<file path="config.mk">
export PLATFORM = sky130hd
export DESIGN_NAME = adc_conversion_sequencer
export DESIGN_NICKNAME = d
export VERILOG_FILES = /design/src/rtl/adc_conversion_sequencer_pkg.sv /design/src/rtl/adc_conversion_sequencer_phase_edge_detect.sv /design/src/rtl/adc_conversion_sequencer.sv
export SDC_FILE = /design/constraint.sdc
export NUM_CORES = 1
export LEC_CHECK = 0
export ABC_AREA = 1
export CAP_MARGIN = 20
export CORE_ASPECT_RATIO = 1.1
export CORE_UTILIZATION = 42
export CTS_BUF_LIST = sky130_fd_sc_hd__clkbuf_8
export DETAILED_ROUTE_END_ITERATION = 6
export PLACE_DENSITY = 0.81
export SLEW_MARGIN = 20
export SYNTH_ARGS = -nofsm -noshare
export SYNTH_HDL_FRONTEND = slang
export SYNTH_SLANG_ARGS = --single-unit
</file>
<file path="constraint.sdc">
create_clock -name i_clock -period 1.8 [get_ports i_clock]
set_input_delay 0.36 -clock i_clock [delete_from_list [all_inputs] [get_ports i_clock]]
set_output_delay 0.36 -clock i_clock [all_outputs]
set_load 0.05 [all_outputs]
</file>
<file path="src/rtl/adc_conversion_sequencer_pkg.sv">
// Shared definitions for the ADC conversion sequencer and other phase consumers:
// sequencer state encoding, pixel-window bound helpers and index-width helper.
package cubesat_adc_pkg;

    typedef enum logic [1:0] {
        ST_IDLE,
        ST_ARMED,
        ST_DELAY,
        ST_PULSE
    } seq_state_e;

    // First counter value inside the pixel window (one cycle early so the
    // registered edge detector is primed when the first pixel arrives).
    function automatic longint win_lo_bound(input int cyc, input int pre);
        return longint'(cyc) * longint'(pre) - 1;
    endfunction

    // First counter value past the pixel window.
    function automatic longint win_hi_bound(input int cyc, input int pre, input int npix);
        return longint'(cyc) * (longint'(pre) + longint'(npix));
    endfunction

    // Width of a pixel index, never narrower than one bit.
    function automatic int idx_width(input int n);
        return (n > 1) ? $clog2(n) : 1;
    endfunction

endpackage

</file>
<file path="src/rtl/adc_conversion_sequencer_phase_edge_detect.sv">
// Registers a CCD phase once and flags its falling edge (registered-high,
// current-low). Shared by every block that reacts to a phase transition.
module phase_edge_detect (
    input  logic i_clock,
    input  logic i_reset,
    input  logic i_phase,
    output logic o_fall
);

    logic phase_q;

    // One-cycle history of the phase.
    always_ff @(posedge i_clock) begin
        if (i_reset) phase_q <= 1'b0;
        else         phase_q <= i_phase;
    end

    assign o_fall = phase_q & ~i_phase;

endmodule

</file>
<file path="src/rtl/adc_conversion_sequencer.sv">
// Multi-channel ADC start-conversion sequencer. Inside the pixel window each
// qualified phi_l2 falling edge produces one delayed, fixed-width start pulse
// on every enabled channel, with pixel indexing and frame-done strobe.
// Optional feature macro: ADC_SEQ_OVERRUN_EN (busy-channel skip + sticky
// overrun flags); when undefined, o_overrun is tied low and i_adc_busy unused.
module adc_conversion_sequencer
    import cubesat_adc_pkg::*;
#(
    parameter int CICLOS_FORMAS_DE_ONDA = 8,
    parameter int PRE_PIXELS            = 5,
    parameter int N_PIXELS              = 2048,
    parameter int N_CHANNELS            = 4,
    parameter int CNT_W                 = 32,
    parameter int DLY_W                 = 4
) (
    input  logic                           i_clock,
    input  logic                           i_reset,
    input  logic                           i_enable,
    input  logic                           i_phi_l2,
    input  logic [CNT_W-1:0]               contador,
    input  logic [DLY_W-1:0]               i_delay,
    input  logic [DLY_W-1:0]               i_pulse_width,
    input  logic [N_CHANNELS-1:0]          i_channel_mask,
    input  logic [N_CHANNELS-1:0]          i_adc_busy,
    output logic [N_CHANNELS-1:0]          o_adc_start_conversion,
    output logic [idx_width(N_PIXELS)-1:0] o_pixel_index,
    output logic                           o_pixel_valid,
    output logic                           o_frame_done,
    output logic [N_CHANNELS-1:0]          o_overrun
);

    localparam int               IDX_W   = idx_width(N_PIXELS);
    localparam logic [CNT_W-1:0] WIN_LO  = CNT_W'(win_lo_bound(CICLOS_FORMAS_DE_ONDA, PRE_PIXELS));
    localparam logic [CNT_W-1:0] WIN_HI  = CNT_W'(win_hi_bound(CICLOS_FORMAS_DE_ONDA, PRE_PIXELS, N_PIXELS));
    localparam logic [IDX_W-1:0] IDX_MAX = IDX_W'(N_PIXELS - 1);

    seq_state_e            state_q;
    logic [DLY_W-1:0]      dly_q;
    logic [DLY_W-1:0]      wid_q;
    logic [N_CHANNELS-1:0] mask_q;
    logic [N_CHANNELS-1:0] start_q;
    logic [IDX_W-1:0]      idx_q;
    logic [IDX_W-1:0]      idx_d;
    logic                  win_q;
    logic                  pv_q;
    logic                  fd_q;

    logic                  phi_fall;
    logic                  win;
    logic                  fall;
    logic                  pulse_entry;
    logic [DLY_W-1:0]      pw_eff;
    logic [DLY_W-1:0]      ent_wid;
    logic [N_CHANNELS-1:0] ent_mask;
    logic [N_CHANNELS-1:0] skip;

    phase_edge_detect u_phi_edge (
        .i_clock (i_clock),
        .i_reset (i_reset),
        .i_phase (i_phi_l2),
        .o_fall  (phi_fall)
    );

    assign win  = (contador >= WIN_LO) && (contador < WIN_HI);
    assign fall = phi_fall & win;

    // A zero width still yields a single-cycle pulse.
    assign pw_eff = (i_pulse_width == '0) ? DLY_W'(1) : i_pulse_width;

    // Settings latched at DELAY entry are reused on the way into PULSE;
    // a zero-delay edge takes them straight from the inputs.
    assign ent_mask = (state_q == ST_DELAY) ? mask_q : i_channel_mask;
    assign ent_wid  = (state_q == ST_DELAY) ? wid_q  : pw_eff;

    assign pulse_entry = i_enable && win &&
                         (((state_q == ST_ARMED) && fall && (i_delay == '0)) ||
                          ((state_q == ST_DELAY) && (dly_q == DLY_W'(1))));

    assign idx_d = (idx_q == IDX_MAX) ? idx_q : idx_q + IDX_W'(1);

`ifdef ADC_SEQ_OVERRUN_EN
    logic [N_CHANNELS-1:0] ovr_q;
    logic                  edge_busy;

    assign skip      = ent_mask & i_adc_busy;
    assign edge_busy = i_enable && fall && ((state_q == ST_DELAY) || (state_q == ST_PULSE));

    // Sticky overrun: busy channels skipped at pulse entry, or an edge that
    // arrives while the previous pixel is still being serviced.
    always_ff @(posedge i_clock) begin
        if (i_reset || !i_enable) ovr_q <= '0;
        else ovr_q <= ovr_q | (pulse_entry ? skip : '0) | (edge_busy ? mask_q : '0);
    end

    assign o_overrun = ovr_q;
`else
    logic [N_CHANNELS-1:0] unused_busy;

    assign unused_busy = i_adc_busy;
    assign skip        = '0;
    assign o_overrun   = '0;
`endif

    // Sequencer FSM with registered outputs; enable and window aborts win.
    always_ff @(posedge i_clock) begin
        if (i_reset) begin
            state_q <= ST_IDLE;
            dly_q   <= '0;
            wid_q   <= '0;
            mask_q  <= '0;
            start_q <= '0;
            idx_q   <= '0;
            win_q   <= 1'b0;
            pv_q    <= 1'b0;
            fd_q    <= 1'b0;
        end else begin
            pv_q  <= 1'b0;
            win_q <= win;
            fd_q  <= win_q & ~win & i_enable;

            if (!win)             idx_q <= '0;
            else if (pulse_entry) idx_q <= idx_d;

            if (!i_enable) begin
                state_q <= ST_IDLE;
                start_q <= '0;
            end else if (!win) begin
                state_q <= ST_ARMED;
                start_q <= '0;
            end else if (pulse_entry) begin
                state_q <= ST_PULSE;
                mask_q  <= ent_mask;
                wid_q   <= ent_wid;
                start_q <= ent_mask & ~skip;
                pv_q    <= 1'b1;
            end else begin
                case (state_q)
                    ST_IDLE:  state_q <= ST_ARMED;
                    ST_ARMED: if (fall) begin
                        state_q <= ST_DELAY;
                        dly_q   <= i_delay;
                        mask_q  <= i_channel_mask;
                        wid_q   <= pw_eff;
                    end
                    ST_DELAY: dly_q <= dly_q - DLY_W'(1);
                    ST_PULSE: if (wid_q <= DLY_W'(1)) begin
                        start_q <= '0;
                        state_q <= ST_ARMED;
                    end else begin
                        wid_q <= wid_q - DLY_W'(1);
                    end
                    default:  state_q <= ST_IDLE;
                endcase
            end
        end
    end

    assign o_adc_start_conversion = start_q;
    assign o_pixel_index          = idx_q;
    assign o_pixel_valid          = pv_q;
    assign o_frame_done           = fd_q;

endmodule

</file>
==> results.md, run 1 <==
- Setup repair after global routing could not meet its margin everywhere.
- CTS placed an instance of sky130_fd_sc_hd__clkbuf_8 at the clock tree root.
- Data on the critical path is required at its endpoint by about 2.0 ns.
- Once detailed placement completed, the half-perimeter wirelength came to 4.40 mm.
- At the end of routability-driven placement, the weighted congestion stood at 0.940.
- After synthesis, the largest family of logic cells by area is simple AND/OR/NAND/NOR gates.
- The sequential share of the synthesized area is roughly a third.
- The wire length of the first global-routing pass is ~9.6 mm.
- The count of pins over their slew limit is 0.
- The total congestion overflow is 0.
- The number of antenna violations at the first check in global routing is 0.
- In this run the worst hold path is classified as flip-flop to flip-flop.
- The origin of the critical flop-to-flop path is state_q[0]$_SDFFE_PP0P_.
- The share of total power in sequential cells is approximately 48%.
- Of the total power, the share spent switching nets is between 20% and 30%.
- The instance count of the mapped netlist is 307.
- The placed instances occupy a cell area of 2940 sq um.
- IR analysis of the VDD net gives a maximum drop of 0.494 mV.
- 73 I/O pins were placed.
- After detailed placement, the design holds a cell count of 460.
- Setup violations remaining at the end of the flow were counted as 3.
- The library cell used most frequently in the layout, excluding fill and tap cells, is sky130_fd_sc_hd__buf_4.
- The TritonCTS clock tree is done.
- The number of vias per cell is 5.10.
- In this run the worst path has a maximum fanout of 6.
- After layout, the worst path uses 102% of the clock period.
- For the worst flop-to-flop path, the logic depth is 10.
- The startpoint type of the worst setup path is a flip-flop.
- The routed layout has approximately 2500 vias.
- The area fraction in and, or, nand and nor cells after synthesis is 35.3%.
- Dividing the detail-routed wire length by the instance count gives ~13 microns.
- The cell depth of the worst hold path is 2.
- The final worst setup slack is -0.0283 ns.
- The initial utilization of the core area, before any placement, comes to 43.7%.
- The flow ran to the end, but the final reports show violations.
- The detailed router's first-iteration violation count is 103.
- The share of total power dissipated in combinational logic is 15.1%.
- The checks that failed: negative setup slack.
- The proportion of register bits with asynchronous set or reset after synthesis is 0%.
- The reg-to-reg setup timing slack is -0.03 ns.
- The number of maximum-capacitance violations is 0.
- In the global route stage, overall resource usage came out at about a quarter.
- Entering global routing, the biggest net connects 11 pins.
- Row generation in the floorplan step produced 26 rows.
- Summing the areas of all fa, ha and maj instances in the mapped netlist gives 5.58% of the synthesized area.
- Compared with the post-synthesis result, the final layout area differs by 65.8%.
- The power density of the placed cells is 457 nW/um^2.
- Synthesis instantiated 34 different standard cells from the library.
- The endpoint of the most critical register-to-register path is wid_q[3]$_SDFFE_PP0P_.
- The antenna diode instance count is 0.
- The multiplexer fraction of the synthesized cell area is 0%.
- The path with the worst hold slack has its endpoint at o_frame_done$_SDFF_PP0_.
- The maximum frequency from static timing analysis is between 500 and 600 MHz.
- The final layout contains 487 nets.
- Excluding fillers, the count of instances in the completed layout stands at 482.
- The CTS buffer count is 5.
- The top flip-flop cell by instance count after synthesis is sky130_fd_sc_hd__dfxtp_1.
- The clock tree synthesis step divided the H-tree into 2 levels.
- The library cells used most frequently in the layout, excluding fill and tap cells, are sky130_fd_sc_hd__buf_4 (64), sky130_fd_sc_hd__nand2_1 (57), sky130_fd_sc_hd__nor2_1 (32).
- The via count of the first global-routing pass is about 2300.
- Yosys mapped a number of flops with a built-in enable equal to 0.
- The leakage power figure is 1.49 nW.
- The wire length reported by the detailed router is 6.34 mm.
- In this run the most critical hold path is launched from win_q$_SDFF_PP0_.
- The Yosys step of the flow raised 0 warnings.
- For the finished layout, the period the worst path requires is about 1.8 ns.
- Setup total negative slack on the finished layout was measured at -0.0312 ns.
- The post-synthesis instance area is 2020 sq um.
- At the later pin of the worst-skew pair, clock insertion delay measures 0.29 ns.
- The worst setup path is of the flip-flop to flip-flop kind.
- Measured along the y axis, the die boundary spans 74.7 microns.
- In the routed design, unresolved DRC markers number 0.
- The count of buffers added on input and output ports is 64.
- The number of sinks handled by clock tree synthesis is 33.
- The worst clock skew on the final layout is 0.0109 ns.
- With fillers left out, the area of the finished cells amounts to about 3300 sq um.
- The floorplan step set the die width to ~70 microns.
- For this design the total switching power over the nets is between 300 and 400 uW.
- The area enclosed by the die boundary is 5080 sq um.
- The power share of the clock group is a little under two fifths.
- The area share of xor/xnor cells in the synthesized design is 1.30%.
- The clock input transition at the sequential cells of the worst setup and hold paths is ~0.070 ns.
- At the worst endpoint, the arrival time is 2.02 ns.
- The final antenna-violating net count is 0.
- STA classifies the critical path endpoint as a flip-flop.
- The post-synthesis register bit count is 33.
- The maximum buffer depth of the clock tree is 2.
- The fraction of the mapped netlist area in compound gates is 15.3%.
- The internal power is 1.15 mW.
- Cells with a size suffix above 1 make up 43.2% of the layout.
- The number of hold violations in the final report is 0.
- The synthesized area per cell is about 6.6 sq um.
- The core footprint is 4620 sq um.
- The iteration count of the initial detailed-routing pass is 4.
[power by group through the flow]
stage          sequential (mW)  combinational (mW)  clock, mW
2_1_floorplan            0.747              0.0798          0
3_3_place_gp             0.747               0.206          0
3_5_place_dp             0.747               0.211          0
4_1_cts                  0.731               0.204      0.575
5_1_grt                  0.731               0.249      0.603
6_report                 0.731               0.230      0.566
[metrics by stage]
step / setup WS, ns / util (%) / hold WS [ns] / total power, mW
after floorplan: 0.00170 / - / 0.418 / 0.827
after global placement: -0.552 / 63.6 / 0.443 / 0.953
after detailed placement: -0.616 / 63.6 / 0.445 / 0.958
after CTS: -0.0208 / 66.0 / 0.454 / 1.51
after global routing: -0.169 / 72.4 / 0.474 / 1.58
final: -0.0283 / 72.4 / 0.466 / 1.53
[final cells by class]
type                    instances  area [sq um]
fillers                       338          1280
multi-input cells             231          1440
flip-flops and latches         33           676
clock buffers                   6          82.6
clock inverters                 1          3.75
well taps                      56          70.1
inverters                      41           164
repair buffers                114           906
[state kept, by name (all words and copies together) (netlist names)]
name,flops
dly_q,4
mask_q,4
o_adc_start_conversion,4
o_frame_done,1
o_pixel_index,11
o_pixel_valid,1
state_q,2
u_phi_edge.phase_q,1
wid_q,4
win_q,1
[logic make-up (layout without fill, tap and decap cells)]
kind of cell    count (synthesis)  count (layout)
compound gates                 55              55
xor+xnor                        3               3
fa+ha+maj                       9               9
buf+inv                        46             162
flops                          33              33
other cells                     1               4
simple gates                  160             160
[worst max path at each step]
stage                                       start                             to  slack, ns  cells after the start
detailed placement                   contador[21]  o_pixel_index[9]$_SDFFE_PP0P_      -0.62                     13
finish                    state_q[0]$_SDFFE_PP0P_          wid_q[3]$_SDFFE_PP0P_      -0.03                     10
CTS                                  contador[11]  o_pixel_index[9]$_SDFFE_PP0P_      -0.02                     12
floorplan           o_pixel_index[0]$_SDFFE_PP0P_  o_pixel_index[9]$_SDFFE_PP0P_      0.002                     12
global placement                     contador[12]  o_pixel_index[9]$_SDFFE_PP0P_      -0.55                     12
global route                          contador[5]  o_pixel_index[9]$_SDFFE_PP0P_      -0.17                     13
[synth_stat cells (all sizes together) (2+ instances only)]
| master | number | area [sq um] |
|---|---|---|
| o211ai | 4 | 30.0 |
| o21ai | 23 | 119 |
| or2 | 7 | 43.8 |
| a21oi | 19 | 103 |
| dfxtp | 33 | 661 |
| nand4 | 8 | 50.1 |
| xnor2 | 2 | 17.5 |
| buf | 4 | 30.0 |
| a31oi | 7 | 43.8 |
| inv | 40 | 155 |
| nor3 | 7 | 40.0 |
| nor2 | 49 | 196 |
| ha | 9 | 113 |
| nand3 | 13 | 70.1 |
| nand2 | 74 | 295 |
[critical path, stage by stage, from the launching register on]
cell and delay (ns):
sky130_fd_sc_hd__dfxtp_2 0.34, sky130_fd_sc_hd__buf_4 0.15, sky130_fd_sc_hd__buf_4 0.13, sky130_fd_sc_hd__ha_2 0.21, sky130_fd_sc_hd__inv_1 0.10, sky130_fd_sc_hd__nor2_1 0.07, sky130_fd_sc_hd__nand3b_1 0.21, sky130_fd_sc_hd__a21oi_4 0.27
sky130_fd_sc_hd__o21ai_1 0.10, sky130_fd_sc_hd__nor2_1 0.10, sky130_fd_sc_hd__nor2_1 0.04
[what timing repair did]
action	in CTS	in global routing
gates cloned	0	0
hold buffers	0	0
buffers inserted	4	11
gates resized for setup	131	65
pin swaps	42	47
setup endpoints to repair	29	27
[layer usage]
layer / global-route usage (%) / vias to the layer above / part of all wire (%)
met3: 5.00 / 24 / 3.6
met4: 11.8 / 0 / 2.7
met2: 44.9 / 68 / 54
li1: - / 1227 / -
met5: 0 / - / 0
met1: 28.3 / 1141 / 40
Note: power is estimated with default switching activity, not from simulation.
==> run 2, diff against run 1 <==
Settings changed: REMOVE_ABC_BUFFERS set to 1.
==> results.md, run 2 (synthesis results as in run 1) <==
- The number of design rule violations left after detail routing is 0 (unchanged).
- The met2 demand-to-capacity share in global routing came to 45.1% (+0.22 points).
- The detailed-route via count came to 2531 (+2.9%).
- The worst hold margin was 0.465 ns (-0.00101 ns).
- The overall die height was 74.7 microns (unchanged).
- Relative to the synthesized area, the layout overhead comes to 70.8%.
- The final worst setup slack was -0.0976 ns (-0.0693 ns).
- The maximum buffer depth of the clock tree was 2 (unchanged).
- The clock input transition at the sequential cells of the worst setup and hold paths is 0.07 ns (about the same).
- The iteration count of the initial detailed-routing pass is 4 (unchanged).
- The final design area excluding fillers was 3440 sq um (+3.0%).
- The power density of the placed cells is 499 nW/um^2 (+9.2%).
- The cell area after placement was 2980 sq um (+1.5%).
- The run finished, with violations left.
- The filler-free cell count of the finished design is 493 (+2.3%).
- The wire length reported by the detailed router is 6.93 mm (+9.4%).
- The library cell used most frequently in the layout, excluding fill and tap cells, is sky130_fd_sc_hd__buf_4.
- The final antenna-violating net count is 0 (unchanged).
- The clock latency at the later pin of the worst-skew pair came to 0.30 ns (about the same).
- The number of nets in the finished design is 497 (+2.1%).
- The final-layout fill cell count came to 323 (-4.4%).
- The number of H-tree levels is 2 (unchanged).
- The number of antenna violations at the first check in global routing is 0 (unchanged).
- The register cell area after layout is 669 sq um (-0.93%).
- The CTS buffer count was 5 (unchanged).
- The count of buffering cells on the critical path with inverters included came to 1 (-2).
- The number of hold-repair buffers added at the cts stage is 0 (unchanged).
- The number of hold violations in the final report was 0 (unchanged).
- The count of pins over their slew limit came to 0 (unchanged).
- The signal on the critical path passes through ha_4, nand3_4, nor2_4, nand3_4, nor3_4, nand2_2, nand4_1, nor2_2, buf_4, nand2_2, a21oi_1.
- The wire length of the first global-routing pass is 9.55 mm (-0.65%).
- The global routing usage summed across all routing layers came to 25.0% (-0.20 points).
- The routing layer with the top usage in global route is met2.
- The portion of the clock cycle consumed by the worst path in the final layout is 105% (+3.8 points).
- In the layout the commonest cells are sky130_fd_sc_hd__buf_4 (73), sky130_fd_sc_hd__nand2_1 (54), sky130_fd_sc_hd__nor2_1 (33).
- STA classifies the critical path startpoint as a flip-flop.
- The global placer's final weighted congestion is 0.980 (+4.2%).
- The worst clock skew on the final layout was 0.00456 ns (-0.00637 ns).
- The clock root buffer is sky130_fd_sc_hd__clkbuf_8.
- The total congestion overflow came to 0 (unchanged).
- The leakage power figure came to 1.51 nW (+1.2%).
- The largest net degree at the start of global routing is 12 (+1).
- The critical path required time is 1.99 ns (about the same).
- The maximum cell stage delay along the critical path is 0.36 ns (+0.02 ns).
- The cell count after placement was 466 (+1.3%).
- The data arrival time of the critical path is 2.09 ns (+0.07 ns).
- The area enclosed by the die boundary came to 5080 sq um (unchanged).
- The worst vdd rail ir drop is 0.513 mV (+3.7%).
- The core footprint is 4620 sq um (unchanged).
- The die width is 68.1 microns (unchanged).
- The number of sinks handled by clock tree synthesis was 33 (unchanged).
- The global routing usage on met3 is 5.76% (+0.76 points).
- The worst-path maximum fanout was 5 (-1).
- The area of combinational cells with multiple inputs came to 1440 sq um (+0.17%).
- The routing usage on met1 is 27.4% (-0.90 points).
- Setup repair after global routing could not meet its margin everywhere.
- The antenna diode instance count came to 0 (unchanged).
- The count of pins on the block boundary came to 73 (unchanged).
- The slowest cell on the critical path is sky130_fd_sc_hd__dfxtp_2.
- The min-delay analysis places its worst path in the category flip-flop to flip-flop.
- The minimum clock period came to 1.90 ns (+0.0693 ns).
- The final routed wire length divided by cell count is 14.1 microns (+7.0%).
- The share of layout cells above drive strength 1 is 44.9% (+1.7 points).
- The number of flip-flops in the largest register is 11 (unchanged).
- The starting density of the core is 43.7% (unchanged).
- The detailed router's first-iteration violation count was 103 (unchanged).
- The family of cells with the greatest summed delay on the critical path is simple AND/OR/NAND/NOR gates.
- The maximum frequency from static timing analysis is 527 MHz (-3.7%).
- STA classifies the critical path endpoint as a flip-flop.
- TritonCTS built the clock tree.
- The number of vias per cell came to 5.13 (+0.59%).
- The number of rows in the core area is 26 (unchanged).
- The number of maximum-capacitance violations is 0 (unchanged).
- The total setup violations reported at the end of the flow is 14 (+11).
- The checks that failed: negative setup slack.
- The start-to-end type of the worst setup path is flip-flop to flip-flop.
- The post-route total power is 1.72 mW (+12%).
- The detailed placement HPWL is 4.45 mm (+1.2%).
- The quantity of I/O buffers inserted on ports is 64 (unchanged).
- The via count of the first global-routing pass was 2287 (+0.044%).
run 2: routing by layer:
layer  vias up  routed length [microns]
met5         -                        0
met4         0                      250
met3        22                      353
met2       104                     3670
met1      1158                     2660
li1       1247                        -
run 2: where the power goes:
part           switching (mW)  internal [mW]
clock                   0.296          0.450
combinational           0.110          0.129
sequential            0.00267          0.731
run 2: per-stage QoR:
step                setup slack, ns  setup TNS, ns  util (%)
global route                 -0.236          -2.06      74.6
CTS                         -0.0647        -0.0745      68.4
global placement             -0.547         -12.64      64.6
floorplan                    -0.310          -1.97         -
detailed placement           -0.628         -14.89      64.6
finish                      -0.0976         -0.665      74.6
run 2: worst reg2reg max path, stage by stage, from the launching register on:
cell and delay, ns:
sky130_fd_sc_hd__dfxtp_2 0.36, sky130_fd_sc_hd__ha_4 0.16, sky130_fd_sc_hd__nand3_4 0.08, sky130_fd_sc_hd__nor2_4 0.17, sky130_fd_sc_hd__nand3_4 0.11, sky130_fd_sc_hd__nor3_4 0.20
sky130_fd_sc_hd__nand2_2 0.10, sky130_fd_sc_hd__nand4_1 0.28, sky130_fd_sc_hd__nor2_2 0.09, sky130_fd_sc_hd__buf_4 0.15, sky130_fd_sc_hd__nand2_2 0.04, sky130_fd_sc_hd__a21oi_1 0.05
run 2: repair_timing:
action	4_1_cts	5_1_grt
pin swaps	48	43
endpoints found under the hold margin	0	0
setup buffers	14	5
setup endpoints to repair	29	28
resized for setup	108	88
cloned	0	0
run 2: layout make-up:
type	count	area share (%)
clock inverter	2	1.09
tap	56	2.03
timing repair buffer	124	28.5
inverter	41	4.61
clock buffer	6	2.40
sequential	33	19.4
multi-input combinational	231	41.9
run 2: path summary, 6_finish.rpt:
check,startpoint,to,slack [ns],cells after the start
worst max-delay path,o_pixel_index[1]$_SDFFE_PP0P_,o_pixel_index[5]$_SDFFE_PP0P_,-0.1,11
worst min-delay path,win_q$_SDFF_PP0_,o_frame_done$_SDFF_PP0_,0.46,2
worst max register to register,o_pixel_index[1]$_SDFFE_PP0P_,o_pixel_index[5]$_SDFFE_PP0P_,-0.1,11
worst min register to register,win_q$_SDFF_PP0_,o_frame_done$_SDFF_PP0_,0.46,2
